--- src/rtl/multi_clock_gen.sv ---
// Multi-channel programmable clock/tick generator: each channel divides clk by a
// runtime divisor, producing a one-cycle tick and a 50%-duty divided clock.

module mcg_lane #(
  parameter int CNT_W       = 32,
  parameter int DEFAULT_DIV = 250000
) (
  input  logic             clk,
  input  logic             rst_n,
  input  logic             en,
  input  logic             clr,
  input  logic             wr,
  input  logic [CNT_W-1:0] wdiv,
  output logic             tick,
  output logic             clk_o
);
  logic [CNT_W-1:0] cnt, div_act, div_shd;
  logic             shd_pend;
  logic             wrap;

  assign wrap = (cnt == div_act - CNT_W'(1));

  always_ff @(posedge clk or negedge rst_n) begin
    if (!rst_n) begin
      cnt      <= '0;
      div_act  <= CNT_W'(DEFAULT_DIV);
      div_shd  <= CNT_W'(DEFAULT_DIV);
      shd_pend <= 1'b0;
      tick     <= 1'b0;
      clk_o    <= 1'b0;
    end else begin
      if (clr || !en) begin
        cnt   <= '0;
        tick  <= 1'b0;
        clk_o <= 1'b0;
        if (shd_pend) begin
          div_act  <= div_shd;
          shd_pend <= 1'b0;
        end
      end else if (wrap) begin
        cnt   <= '0;
        tick  <= 1'b1;
        clk_o <= ~clk_o;
        if (shd_pend) begin
          div_act  <= div_shd;
          shd_pend <= 1'b0;
        end
      end else begin
        cnt  <= cnt + CNT_W'(1);
        tick <= 1'b0;
      end
      // A same-edge write lands after any shadow transfer above, so it stays pending.
      if (wr) begin
        div_shd  <= wdiv;
        shd_pend <= 1'b1;
      end
    end
  end
endmodule

module multi_clock_gen #(
  parameter  int NUM_CH      = 4,
  parameter  int CNT_W       = 32,
  parameter  int DEFAULT_DIV = 250000,
  localparam int CH_W        = (NUM_CH > 1) ? $clog2(NUM_CH) : 1
) (
  input  logic              clk,
  input  logic              rst_n,
  input  logic [NUM_CH-1:0] en,
  input  logic              sync_clr,
  input  logic              cfg_we,
  input  logic [CH_W-1:0]   cfg_ch,
  input  logic [CNT_W-1:0]  cfg_div,
  output logic              cfg_ack,
  output logic              cfg_err,
  output logic [NUM_CH-1:0] tick_o,
  output logic [NUM_CH-1:0] clk_o
);
  logic wr_ok;

  assign wr_ok = cfg_we && (cfg_div != '0) && ({1'b0, cfg_ch} < (CH_W+1)'(NUM_CH));

  always_ff @(posedge clk or negedge rst_n) begin
    if (!rst_n) begin
      cfg_ack <= 1'b0;
      cfg_err <= 1'b0;
    end else begin
      cfg_ack <= wr_ok;
      cfg_err <= cfg_we && !wr_ok;
    end
  end

  for (genvar g = 0; g < NUM_CH; g++) begin : g_lane
    mcg_lane #(
      .CNT_W       (CNT_W),
      .DEFAULT_DIV (DEFAULT_DIV)
    ) u_lane (
      .clk   (clk),
      .rst_n (rst_n),
      .en    (en[g]),
      .clr   (sync_clr),
      .wr    (wr_ok && (cfg_ch == CH_W'(g))),
      .wdiv  (cfg_div),
      .tick  (tick_o[g]),
      .clk_o (clk_o[g])
    );
  end
endmodule

--- config.mk ---
export PLATFORM = sky130hd
export DESIGN_NAME = multi_clock_gen
export DESIGN_NICKNAME = d
export VERILOG_FILES = /design/src/rtl/multi_clock_gen.sv
export SDC_FILE = /design/constraint.sdc
export NUM_CORES = 1
export LEC_CHECK = 0
export CAP_MARGIN = 0
export CORE_MARGIN = 1
export CORE_UTILIZATION = 60
export CTS_CLUSTER_DIAMETER = 200
export CTS_CLUSTER_SIZE = 25
export DETAILED_ROUTE_END_ITERATION = 10
export PLACE_DENSITY = 0.74
export SYNTH_ARGS = -nofsm -noshare
export SYNTH_HDL_FRONTEND = slang
export SYNTH_SLANG_ARGS = --single-unit
--- constraint.sdc ---
create_clock -name clk -period 5.45 [get_ports clk]
set_clock_uncertainty 0.1 [all_clocks]
set_input_delay 1.3625 -clock clk [delete_from_list [all_inputs] [get_ports clk]]
set_output_delay 1.3625 -clock clk [all_outputs]
set_load 0.005 [all_outputs]
After elaboration in Yosys (flattened, before gate mapping) --
Index checks and enable logic that the tools add are counted.
Word-level totals: input bits 42, output and inout port bits 10, register bits after elaboration 398
Operators by class: add/sub/neg operators 8, eq/ne operators 7, bitwise logic cells 4, muxes and demuxes 48, reduce and logical (&&, ||, !) cells 25
Operators with widths (number):
- 32-bit 2-to-1 mux | 20
- 32-bit by 1-bit adder with 32-bit output, second input constant | 4
- 32-bit equality test | 4
- 32-bit by 1-bit subtractor with 32-bit output, second input constant | 4
- 32-bit nonzero test | 1
- 1-bit 2-to-1 mux | 28
- 3-bit nonzero test | 4
- 2-bit nonzero test | 4
- 1-bit logical AND | 6
- 1-bit logical NOT | 5
- 2-bit equality test, second input constant | 2
- 1-bit logical OR | 4
- 1-bit inverter | 4
- 2-bit by 1-bit equality test with 1-bit output, second input constant | 1
- 2-bit logical NOT | 1

Logic depth before layout (Yosys ltp) --
Gate-level depths: netlist of run 1.
word-level depth 5, gate-level depth with buffers 14, depth with buffers taken out 10

By module --
From an unflattened synthesis of run 1, not the netlist that was laid out.
Second synthesis, totals: cell total of the unflattened synthesis 2113, area total of the unflattened synthesis 22592.9 um^2
By module, submodules not included:
- mcg_lane (g_lane[0].u_lane ...) | sequential area each 2494.9 um^2, area an instance 5386.4 um^2, times used 3, cells an instance 476
- mcg_lane (g_lane[3].u_lane) | sequential area each 2494.9 um^2, area an instance 6248.5 um^2, times used 1, cells an instance 661
- multi_clock_gen | sequential area each 50.0 um^2, area an instance 185.2 um^2, times used 1, cells an instance 24

Least setup slack after synthesis of run 1 --
OpenSTA, ideal clock, no wires.
path type flip-flop to flip-flop, start reg g_lane[2].u_lane.div_act[5], end reg g_lane[2].u_lane.cnt[26], arrival time 3.444 ns, required time 5.231 ns, path slack 1.787 ns, library setup time 0.119 ns, cell stages (with the launch flop) 14, path through dfrtp_1 > buf_6 > or4_1 > buf_2 > or4_4 > buf_6 > or3_1 > o31ai_1 > nand4bb_1 > or4b_1 > buf_6 > o21ai_4 > buf_6 > nor2_2
Between the ends: longest elaborated chain between the ends 4
RTL lines:
- start: declaration | RTL line 17 | logic [CNT_W-1:0] cnt, div_act, div_shd;
- start signal: assignment | RTL line 26 | div_act <= CNT_W'(DEFAULT_DIV);
- start signal: assignment | RTL line 37 | div_act <= div_shd;
- start signal: assignment | RTL line 45 | div_act <= div_shd;
- 32-bit by 1-bit subtractor with 32-bit output | RTL line 21 | assign wrap = (cnt == div_act - CNT_W'(1));
- 32-bit equality test | RTL line 21
- 32-bit 2-to-1 mux | RTL line 40 | end else if (wrap) begin
- 32-bit 2-to-1 mux | RTL line 32 | if (clr || !en) begin
- end signal: assignment | RTL line 49 | cnt <= cnt + CNT_W'(1);
- end: declaration | RTL line 17
No other way between the ends. A chain may end at the register's enable or synchronous reset.

Worst setup path in the final report of run 1 --
start reg g_lane[3].u_lane.div_act[8], end reg g_lane[3].u_lane.shd_pend
Between the ends: longest elaborated chain between the ends 3
RTL lines:
- start: declaration | RTL line 17
- start signal: assignment | RTL line 26
- start signal: assignment | RTL line 37
- start signal: assignment | RTL line 45
- 32-bit by 1-bit subtractor with 32-bit output | RTL line 21
- 32-bit equality test | RTL line 21
- 3-bit nonzero test (no line)
- end signal: assignment | RTL line 28 | shd_pend <= 1'b0;
- end signal: assignment | RTL line 38 | shd_pend <= 1'b0;
- end signal: assignment | RTL line 46 | shd_pend <= 1'b0;
- end: declaration | RTL line 18 | logic shd_pend;
No other way between the ends.

==> flow_metrics.py, run 1 <==
metrics = {
    "finish": {
        "drive_above_1_share": 0.173,
        "design_area_um2": 23000,
        "area_growth_pct": 5.93,
        "layout_commonest_cell": "dfrtp_1",
        "diodes": 0,
        "mostFrequentLayoutCells": "dfrtp_1, mux2_2, nor2_1, nand2_1, xor2_1",
        "fill_cells": 2872,
        "final_net_count": 2111,
        "final_cell_count_no_fill": 2535,
    },
    "floorplanning": {
        "core_area_um2": 35600,
        "dieHeight_um": 192,
        "row_count": 69,
        "die_x_um": 192,
        "fp.dieArea_um2": 36900,
        "start_util": 0.610,
        "io_pins": 52,
    },
    "clocking": {
        "cts_sinks": 398,
        "cts_max_level": 1,
        "tritoncts": "done",
        "clockBufferDepth": 3,
        "post-cts-setup-buffers": 0,
        "post_cts_resized": 0,
        "cts-root-buf": "clkbuf_16",
        "cts_buffers": 19,
        "path_clk_slew_ps": 100,
        "worstSkewPairLatency_ps": 560,
        "ctsHoldBuffers": 0,
    },
    "place": {
        "dpl-instance-area_um2": 22400,
        "placed_cells": 2501,
        "dp_hpwl_um": 35900,
        "portBuffers": 51,
        "routabilityCongestion": 0.935,
    },
    "worst_setup_path": {
        "crit_fanout": 33,
        "critPathLaunchType": "flop",
        "crit_required_ps": 5770,
        "arrival_ps": 4770,
        "endpoint_kind": "flop",
        "worstSetupPathType": "flop to flop",
    },
    "pwr": {
        "cellLeakagePower_nw": 8.91,
        "power_density_nw_per_um2": 344,
        "irDropWorstVdd_mv": 0.344,
    },
    "synthesis": {
        "async_flop_share": 1.00,
        "ys_types": 81,
        "synth-edff-count": 0,
        "synth.avg_cell_area_um2": 10.4,
        "ys_seq_area_frac": 0.463,
        "syn_nets": 2134,
        "syn_area_um2": 21700,
        "synthFlopType": "dfrtp_1",
        "ys_seq_elements": 398,
        "ys.warnings.count": 0,
        "syn_inst": 2084,
    },
    "timing": {
        "setup_violations": 0,
        "fin_setup_tns_ps": 0,
        "grt_setup_unrepaired": "no",
        "maxSlewViolCount": 0,
        "slew_headroom": 0.251,
        "fmax_ghz": 0.225,
        "tightest_slew_ps": 1120,
        "finalCriticalPeriod_ps": 4450,
        "finalHoldViolCount": 0,
        "finalCritPeriodShare": 0.816,
    },
    "global_routing": {
        "track_usage": 0.279,
        "grt_first_pass_wirelength_um": 80800,
        "grt_pass1_vias": 14927,
        "antenna_found_initial": 1,
        "grt_max_degree": 108,
        "gr-total-overflow": 0,
    },
    "job": {
        "max-cap-violations": 0,
    },
    "worst_hold_path": {
        "min_path_type": "flop to flop",
    },
    "route": {
        "vias": 15563,
        "drt-total-wl_um": 50200,
        "routedWlPerCell_um": 19.8,
        "drt_iter0_markers": 1029,
        "firstDrtPassIters": 5,
        "drc": 0,
        "vias_per_cell": 6.14,
        "ant_nets": 0,
    },
    "outcome": {
        "status": "completed",
    },
}
critical path: stages (launching register included):
cell and delay [ps]:
dfrtp_1 450, nor3_1 610, nand4_1 610, or3_1 530, o31a_1 320, or4b_1 490, nor4_2 440, or2_2 610
o21ai_0 160
cells in the mapped netlist, types with 9 or more instances:
master | instances | share of area
and4_1 | 12 | 0.0048
mux2_2 | 215 | 0.11
nand4_1 | 40 | 0.012
nand3_1 | 81 | 0.019
nor2b_1 | 26 | 0.0075
inv_1 | 27 | 0.0047
or3_1 | 26 | 0.0075
clkbuf_1 | 76 | 0.013
buf_2 | 17 | 0.0039
o31ai_1 | 10 | 0.0035
buf_6 | 9 | 0.0047
nor2_1 | 207 | 0.036
a21oi_1 | 22 | 0.0051
nor2_2 | 10 | 0.0029
or4_1 | 28 | 0.0097
dfrtp_1 | 342 | 0.39
nand3b_1 | 9 | 0.0031
o211ai_1 | 71 | 0.025
nand2b_1 | 18 | 0.0052
mux2i_1 | 10 | 0.0046
and3_1 | 32 | 0.0092
or2_2 | 13 | 0.0038
nand2_1 | 146 | 0.025
xor2_1 | 135 | 0.055
o21ai_0 | 28 | 0.0065
xnor2_1 | 134 | 0.054
nor4b_1 | 9 | 0.0036
nor3_1 | 51 | 0.012
nor4_1 | 57 | 0.016
mux2_1 | 12 | 0.0062
dfstp_2 | 56 | 0.068
final cells by class:
class	count	area (µm²)	area share
Timing Repair Buffer	70	683	0.0297
Multi-Input combinational cell	1545	11000	0.480
Inverter	27	101	0.00441
Clock inverter	1	8.76	0.000381
Sequential cell	398	10000	0.437
Clock buffer	33	538	0.0234
Tap cell	461	577	0.0251
flip-flops by register name (all words and copies together), names as in the netlist:
| signal | flops |
|---|---|
| cfg_err | 1 |
| g_lane.u_lane.div_shd | 128 |
| g_lane.u_lane.div_act | 128 |
| g_lane.u_lane.tick | 4 |
| cfg_ack | 1 |
| g_lane.u_lane.clk_o | 4 |
| g_lane.u_lane.shd_pend | 4 |
| g_lane.u_lane.cnt | 128 |
routing by layer:
layer / vias to the layer above / global-route usage / part of all wire
li1: 7381 / - / -
met1: 7773 / 0.399 / 0.46
met2: 344 / 0.455 / 0.48
met3: 65 / 0.0303 / 0.041
met4: 0 / 0.0675 / 0.023
met5: - / 0 / 0
cells by family (layout without fill, tap and decap cells):
logic type | Yosys count | in the layout | share of synthesized area
simple gates | 814 | 814 | 0.198
fa+ha+maj | 8 | 8 | 0.00462
compound gates | 216 | 216 | 0.0728
xor+xnor | 270 | 270 | 0.110
buf+inv | 141 | 131 | 0.0299
flops | 398 | 398 | 0.463
mux | 237 | 237 | 0.123
where the power goes:
group | switching [mW] | internal, mW | leakage (nW)
clock | 0.928 | 0.683 | 0.261
sequential | 0.724 | 3.55 | 4.92
combinational | 0.996 | 1.01 | 3.72
total | 2.65 | 5.24 | 8.91
final timing paths:
check | cells after the start | end | slack [ps] | start
setup / recovery | 8 | g_lane[3].u_lane.shd_pend | 1000 | g_lane[3].u_lane.div_act[8]
hold / removal | 1 | g_lane[1].u_lane.div_act[25] | 400 | g_lane[1].u_lane.div_shd[25]
setup reg to reg | 8 | g_lane[3].u_lane.shd_pend | 1000 | g_lane[3].u_lane.div_act[8]
hold reg to reg | 1 | g_lane[1].u_lane.div_act[25] | 400 | g_lane[1].u_lane.div_shd[25]
max in group asynchronous | 2 | g_lane[0].u_lane.div_act[14] | 3400 | rst_n
min in group asynchronous | 1 | g_lane[3].u_lane.cnt[22] | 750 | rst_n
stage by stage:
step / util / total power [mW] / setup WS, ps / hold WS [ps]
after detailed placement: 0.630 / 6.31 / 1090 / 371
after CTS: 0.646 / 7.92 / 1050 / 399
after global routing: 0.646 / 8.35 / 668 / 414
after floorplan: - / 5.67 / 1790 / 352
after global placement: 0.630 / 6.20 / 1120 / 360
final: 0.646 / 7.89 / 1000 / 397
No activity file was read; power rests on OpenSTA's default activity.
==> run 2: changes to the inputs <==
==> constraint.sdc (replaced) <==
create_clock -name clk -period 4.49 [get_ports clk]
set_clock_uncertainty 0.1 [all_clocks]
set_input_delay 1.1225 -clock clk [delete_from_list [all_inputs] [get_ports clk]]
set_output_delay 1.1225 -clock clk [all_outputs]
set_load 0.005 [all_outputs]
==> run 2 against run 1 <==
Compared with the run above: sequential share of layout area is 0.64 points lower; critical path type unchanged; worst hold slack worse by 12 ps; register-to-register slack worse by 550 ps; maximum frequency is 10% higher; routed wire length is 2.2% higher; design area is 1.5% higher; core utilization is 0.95 points higher; count of clock-buffer cells in the layout is 1 lower.
==> flow_metrics.py, run 2 (synthesis results as in run 1) <==
metrics = {
    "worst_hold_path": {
        "hold_start": "g_lane[0].u_lane.div_shd[27]",
        "whs_endpoint": "g_lane[0].u_lane.div_act[27]",
        "min_path_type": "flop to flop",
        "min_path_cells": 1,
    },
    "route": {
        "vias": 15899,
        "routedWlPerCell_um": 19.9,
        "vias_per_cell": 6.17,
        "drt_iter0_markers": 940,
        "drc": 0,
        "firstDrtPassIters": 5,
        "drt-total-wl_um": 51300,
        "ant_nets": 0,
    },
    "global_routing": {
        "grtUsageMet1": 0.402,
        "grt_first_pass_wirelength_um": 81900,
        "grt_use_met2": 0.445,
        "track_usage": 0.282,
        "grt_busiest_layer": "met2",
        "gr-total-overflow": 0,
        "grt_max_degree": 87,
        "grt_pass1_vias": 15401,
        "met3_usage": 0.0338,
        "antenna_found_initial": 1,
    },
    "pwr": {
        "p_int_mw": 6.40,
        "power_density_nw_per_um2": 413,
        "power_switching_mw": 3.22,
        "cellLeakagePower_nw": 9.13,
        "p_sw_frac": 0.335,
        "power_frac_comb": 0.258,
        "pwr-share-clk": 0.203,
        "seqPwrFrac": 0.538,
        "irDropWorstVdd_mv": 0.451,
    },
    "job": {
        "max-cap-violations": 0,
    },
    "floorplanning": {
        "row_count": 69,
        "dieHeight_um": 192,
        "core_area_um2": 35600,
        "io_pins": 52,
        "fp.dieArea_um2": 36900,
        "start_util": 0.610,
        "die_x_um": 192,
    },
    "finish": {
        "diodes": 0,
        "drive_above_1_share": 0.190,
        "top_regs": "g_lane.u_lane.cnt (128), g_lane.u_lane.div_act (128), g_lane.u_lane.div_shd (128)",
        "final_net_count": 2155,
        "fill_cells": 2843,
        "layout_commonest_cell": "dfrtp_1",
        "seqCellArea_um2": 10000,
        "multi_input_area_um2": 11000,
        "area_growth_pct": 7.49,
        "mostFrequentLayoutCells": "dfrtp_1, mux2_2, nor2_1, nand2_1, xor2_1",
    },
    "worst_setup_path": {
        "crit_fanout": 32,
        "crit_required_ps": 4810,
        "crit_family": "simple AND/OR/NAND/NOR gates",
        "reg2reg_to": "g_lane[1].u_lane.shd_pend",
        "endpoint_kind": "flop",
        "slowest_delay_ps": 660,
        "r2r_cells": 8,
        "worstSetupPathType": "flop to flop",
        "worstPathCellList": "or4_1 -> nor2_1 -> nand3_1 -> nor4_1 -> o21ai_0 -> nor4_1 -> a21bo_2 -> o21ai_0",
        "reg2reg_slack_ps": 450,
        "arrival_ps": 4360,
        "r2r-start": "g_lane[1].u_lane.div_act[1]",
        "critPathLaunchType": "flop",
        "cpMaxStageDelayCell": "or4_1",
        "path_buf_inv": 0,
    },
    "timing": {
        "timing.final.ws_setup_ps": 452,
        "finalCriticalPeriod_ps": 4040,
        "grt_setup_unrepaired": "no",
        "whs_ps": 385,
        "slew_headroom": 0.288,
        "fin_setup_tns_ps": 0,
        "finalHoldViolCount": 0,
        "tightest_slew_ps": 1070,
        "setup_violations": 0,
        "fmax_ghz": 0.248,
        "finalCritPeriodShare": 0.899,
        "maxSlewViolCount": 0,
    },
    "clocking": {
        "post-cts-setup-buffers": 0,
        "path_clk_slew_ps": 100,
        "cts_max_level": 1,
        "tritoncts": "done",
        "clockBufferDepth": 3,
        "cts_buffers": 19,
        "cts-root-buf": "clkbuf_16",
        "worstSkewPairLatency_ps": 560,
        "cts_sinks": 398,
        "post_cts_resized": 0,
        "ctsHoldBuffers": 0,
    },
    "place": {
        "portBuffers": 51,
        "routabilityCongestion": 0.928,
        "dp_hpwl_um": 36500,
        "place_ws_ps": 520,
    },
    "outcome": {
        "status": "completed",
    },
}
run 2: cell count changes in the layout (fill, tap and decap cells not counted):
cell,previous run,this run
buf_12,2,3
buf_4,17,60
clkbuf_1,13,12
run 2: power groups by stage:
stage | Clock [mW] | Combinational (mW) | Sequential (mW)
global route | 2.13 | 2.74 | 5.28
detailed placement | 0 | 2.46 | 5.23
global placement | 0 | 2.38 | 5.18
floorplan | 0 | 2.08 | 4.80
CTS | 2.01 | 2.49 | 5.16
finish | 1.96 | 2.49 | 5.18
run 2: how the worst max path moves through the flow:
| stage | startpoint | to | slack, ps | depth (start not counted) |
|---|---|---|---|---|
| 6_report | g_lane[1].u_lane.div_act[1] | g_lane[1].u_lane.shd_pend | 450 | 8 |
| 5_1_grt | g_lane[1].u_lane.div_act[0] | g_lane[1].u_lane.shd_pend | 130 | 8 |
| 4_1_cts | g_lane[0].u_lane.div_act[0] | g_lane[0].u_lane.shd_pend | 490 | 8 |
| 3_5_place_dp | g_lane[0].u_lane.div_act[0] | g_lane[0].u_lane.shd_pend | 520 | 8 |
| 3_3_place_gp | g_lane[2].u_lane.div_act[5] | g_lane[2].u_lane.cnt[3] | 590 | 9 |
| 2_1_floorplan | g_lane[2].u_lane.div_act[5] | g_lane[2].u_lane.cnt[26] | 830 | 13 |
run 2: stage by stage:
stage,utilization,instance area [µm²],power [mW],instances
2_1_floorplan,-,21700,6.88,2084
3_3_place_gp,0.640,22800,7.56,2545
3_5_place_dp,0.640,22800,7.70,2545
4_1_cts,0.655,23300,9.65,2578
5_1_grt,0.655,23300,10.1,2578
6_report,0.655,23300,9.62,2578
run 2: layer usage:
layer,share of wire,routed length (µm)
met1,0.46,23600
met2,0.46,23700
met3,0.040,2070
met4,0.037,1880
met5,0,0
run 2: layout make-up:
type	instances	share of cell area
Clock buffer	32	0.0229
Clock inverter	1	0.000376
Inverter	27	0.00435
Multi-Input combinational cell	1545	0.473
Sequential cell	398	0.430
Tap cell	461	0.0247
Timing Repair Buffer	114	0.0440
run 2: worst register-to-register path, stage by stage, from the launching register on:
cell,delay [ps]
dfrtp_1,430
or4_1,660
nor2_1,420
nand3_1,180
nor4_1,540
o21ai_0,150
nor4_1,610
a21bo_2,670
o21ai_0,150
==> run 3: changes to the inputs <==
--- a/config.mk
+++ b/config.mk
@@ -12,6 +12,7 @@
 export CTS_CLUSTER_SIZE = 25
 export DETAILED_ROUTE_END_ITERATION = 10
 export PLACE_DENSITY = 0.74
+export RECOVER_POWER = 100
 export SYNTH_ARGS = -nofsm -noshare
 export SYNTH_HDL_FRONTEND = slang
 export SYNTH_SLANG_ARGS = --single-unit
==> run 3 against run 2 <==
Compared with the run above: flip-flop and latch count unchanged; routed wire length about the same; critical path type unchanged; design area down 0.41%; clock power about the same; via count about the same; the run now ends with max-capacitance violations, max-slew violations left; non-clock buffer count unchanged; combinational power about the same; core utilization down 0.27 points; largest power group unchanged; critical endpoint is now g_lane[3].u_lane.div_act[22]; power about the same; largest cell class unchanged; die area unchanged; setup slack worse by 170 ps.
==> flow_metrics.py, run 3 (synthesis results as in run 1) <==
metrics = {
    "outcome": {
        "status": "finished, violations left",
        "violations": "max-capacitance violations, max-slew violations",
    },
    "timing": {
        "fin_setup_tns_ps": 0,
        "whs_ps": 383,
        "tightest_slew_ps": 2280,
        "grt_setup_unrepaired": "no",
        "timing.final.ws_setup_ps": 283,
        "finalCriticalPeriod_ps": 4210,
        "finalHoldViolCount": 0,
        "setup_violations": 0,
        "finalCritPeriodShare": 0.937,
        "maxSlewViolCount": 84,
        "slew_headroom": -0.520,
        "fmax_ghz": 0.238,
    },
    "floorplanning": {
        "die_x_um": 192,
        "fp.dieArea_um2": 36900,
        "core_area_um2": 35600,
        "dieHeight_um": 192,
        "start_util": 0.610,
        "io_pins": 52,
        "row_count": 69,
    },
    "finish": {
        "layout_commonest_cell": "dfrtp_1",
        "final_net_count": 2155,
        "mostFrequentLayoutCells": "dfrtp_1, mux2_2, nor2_1, nand2_1, xor2_1",
        "fill_cells": 2853,
        "diodes": 0,
        "top_regs": "g_lane.u_lane.cnt (128), g_lane.u_lane.div_act (128), g_lane.u_lane.div_shd (128)",
        "area_growth_pct": 7.05,
        "drive_above_1_share": 0.183,
    },
    "clocking": {
        "ctsHoldBuffers": 0,
        "post_cts_resized": 0,
        "post-cts-setup-buffers": 0,
        "path_clk_slew_ps": 100,
        "cts_sinks": 398,
        "clockBufferDepth": 3,
        "tritoncts": "done",
        "cts-root-buf": "clkbuf_16",
        "cts_buffers": 19,
        "worstSkewPairLatency_ps": 560,
        "cts_max_level": 1,
    },
    "worst_setup_path": {
        "cpMaxStageDelayCell": "or4_1",
        "crit_required_ps": 4830,
        "arrival_ps": 4540,
        "crit_fanout": 32,
        "critPathLaunchType": "flop",
        "endpoint_kind": "flop",
        "worstSetupPathType": "flop to flop",
        "slowest_delay_ps": 680,
        "crit_family": "simple AND/OR/NAND/NOR gates",
        "cp_common_cell": "nor4_1",
        "worstPathCellList": "or4_1 -> or3_1 -> nor4_1 -> o21ai_0 -> or4b_1 -> nor4_1 -> o21ai_2 -> clkbuf_4 -> mux2_1",
        "path_buf_inv": 1,
    },
    "place": {
        "routabilityCongestion": 0.928,
        "dp_hpwl_um": 36500,
        "place_ws_ps": 520,
        "portBuffers": 51,
    },
    "route": {
        "routedWlPerCell_um": 19.9,
        "ant_nets": 0,
        "vias_per_cell": 6.16,
        "drt_iter0_markers": 913,
        "drt-total-wl_um": 51200,
        "firstDrtPassIters": 5,
        "drc": 0,
        "vias": 15890,
    },
    "job": {
        "max-cap-violations": 1,
    },
    "global_routing": {
        "grt_max_degree": 87,
        "antenna_found_initial": 1,
        "grt_pass1_vias": 15401,
        "gr-total-overflow": 0,
        "track_usage": 0.282,
        "grt_first_pass_wirelength_um": 81900,
    },
    "pwr": {
        "cellLeakagePower_nw": 9.13,
        "power_density_nw_per_um2": 414,
        "irDropWorstVdd_mv": 0.448,
    },
    "worst_hold_path": {
        "min_path_type": "flop to flop",
    },
}
[run 3: report_power, final]
group / internal, mW / leakage, nW / switching (mW) / total, mW
logic: 1.26 / 3.94 / 1.22 / 2.48
clock network: 0.826 / 0.260 / 1.13 / 1.96
registers: 4.31 / 4.92 / 0.870 / 5.18
[run 3: per-layer routing]
| metal | global-route usage | wire (µm) | up-vias |
|---|---|---|---|
| met5 | 0 | 0 | - |
| met4 | 0.0978 | 1900 | 0 |
| met3 | 0.0338 | 2070 | 103 |
| met2 | 0.445 | 23800 | 385 |
| met1 | 0.402 | 23500 | 7926 |
| li1 | - | - | 7476 |
[run 3: final timing paths]
kind                                               from                      endpoint  slack (ps)  depth (start not counted)
max                         g_lane[3].u_lane.div_act[5]  g_lane[3].u_lane.div_act[22]         280                          9
min                        g_lane[0].u_lane.div_shd[27]  g_lane[0].u_lane.div_act[27]         380                          1
max reg2reg                 g_lane[3].u_lane.div_act[5]  g_lane[3].u_lane.div_act[22]         280                          9
min reg2reg                g_lane[0].u_lane.div_shd[27]  g_lane[0].u_lane.div_act[27]         380                          1
max in group asynchronous                         rst_n      g_lane[0].u_lane.cnt[14]         870                          2
min in group asynchronous                         rst_n      g_lane[3].u_lane.cnt[11]        1130                          1
[run 3: cell type report]
| cell class | count | area (µm²) | share of cell area |
|---|---|---|---|
| Tap cell | 461 | 577 | 0.0248 |
| Timing Repair Buffer | 114 | 970 | 0.0418 |
| Clock buffer | 32 | 534 | 0.0230 |
| Sequential cell | 398 | 10000 | 0.432 |
| Inverter | 27 | 101 | 0.00437 |
| Multi-Input combinational cell | 1545 | 11000 | 0.474 |
| Clock inverter | 1 | 8.76 | 0.000377 |
[run 3: metrics by stage]
stage               instances  instance area [µm²]  utilization  total power [mW]
finish                   2578                23200        0.653              9.62
global route             2578                23200        0.653              10.1
CTS                      2578                23300        0.655              9.65
detailed placement       2545                22800        0.640              7.70
global placement         2545                22800        0.640              7.56
floorplan                2084                21700            -              6.88
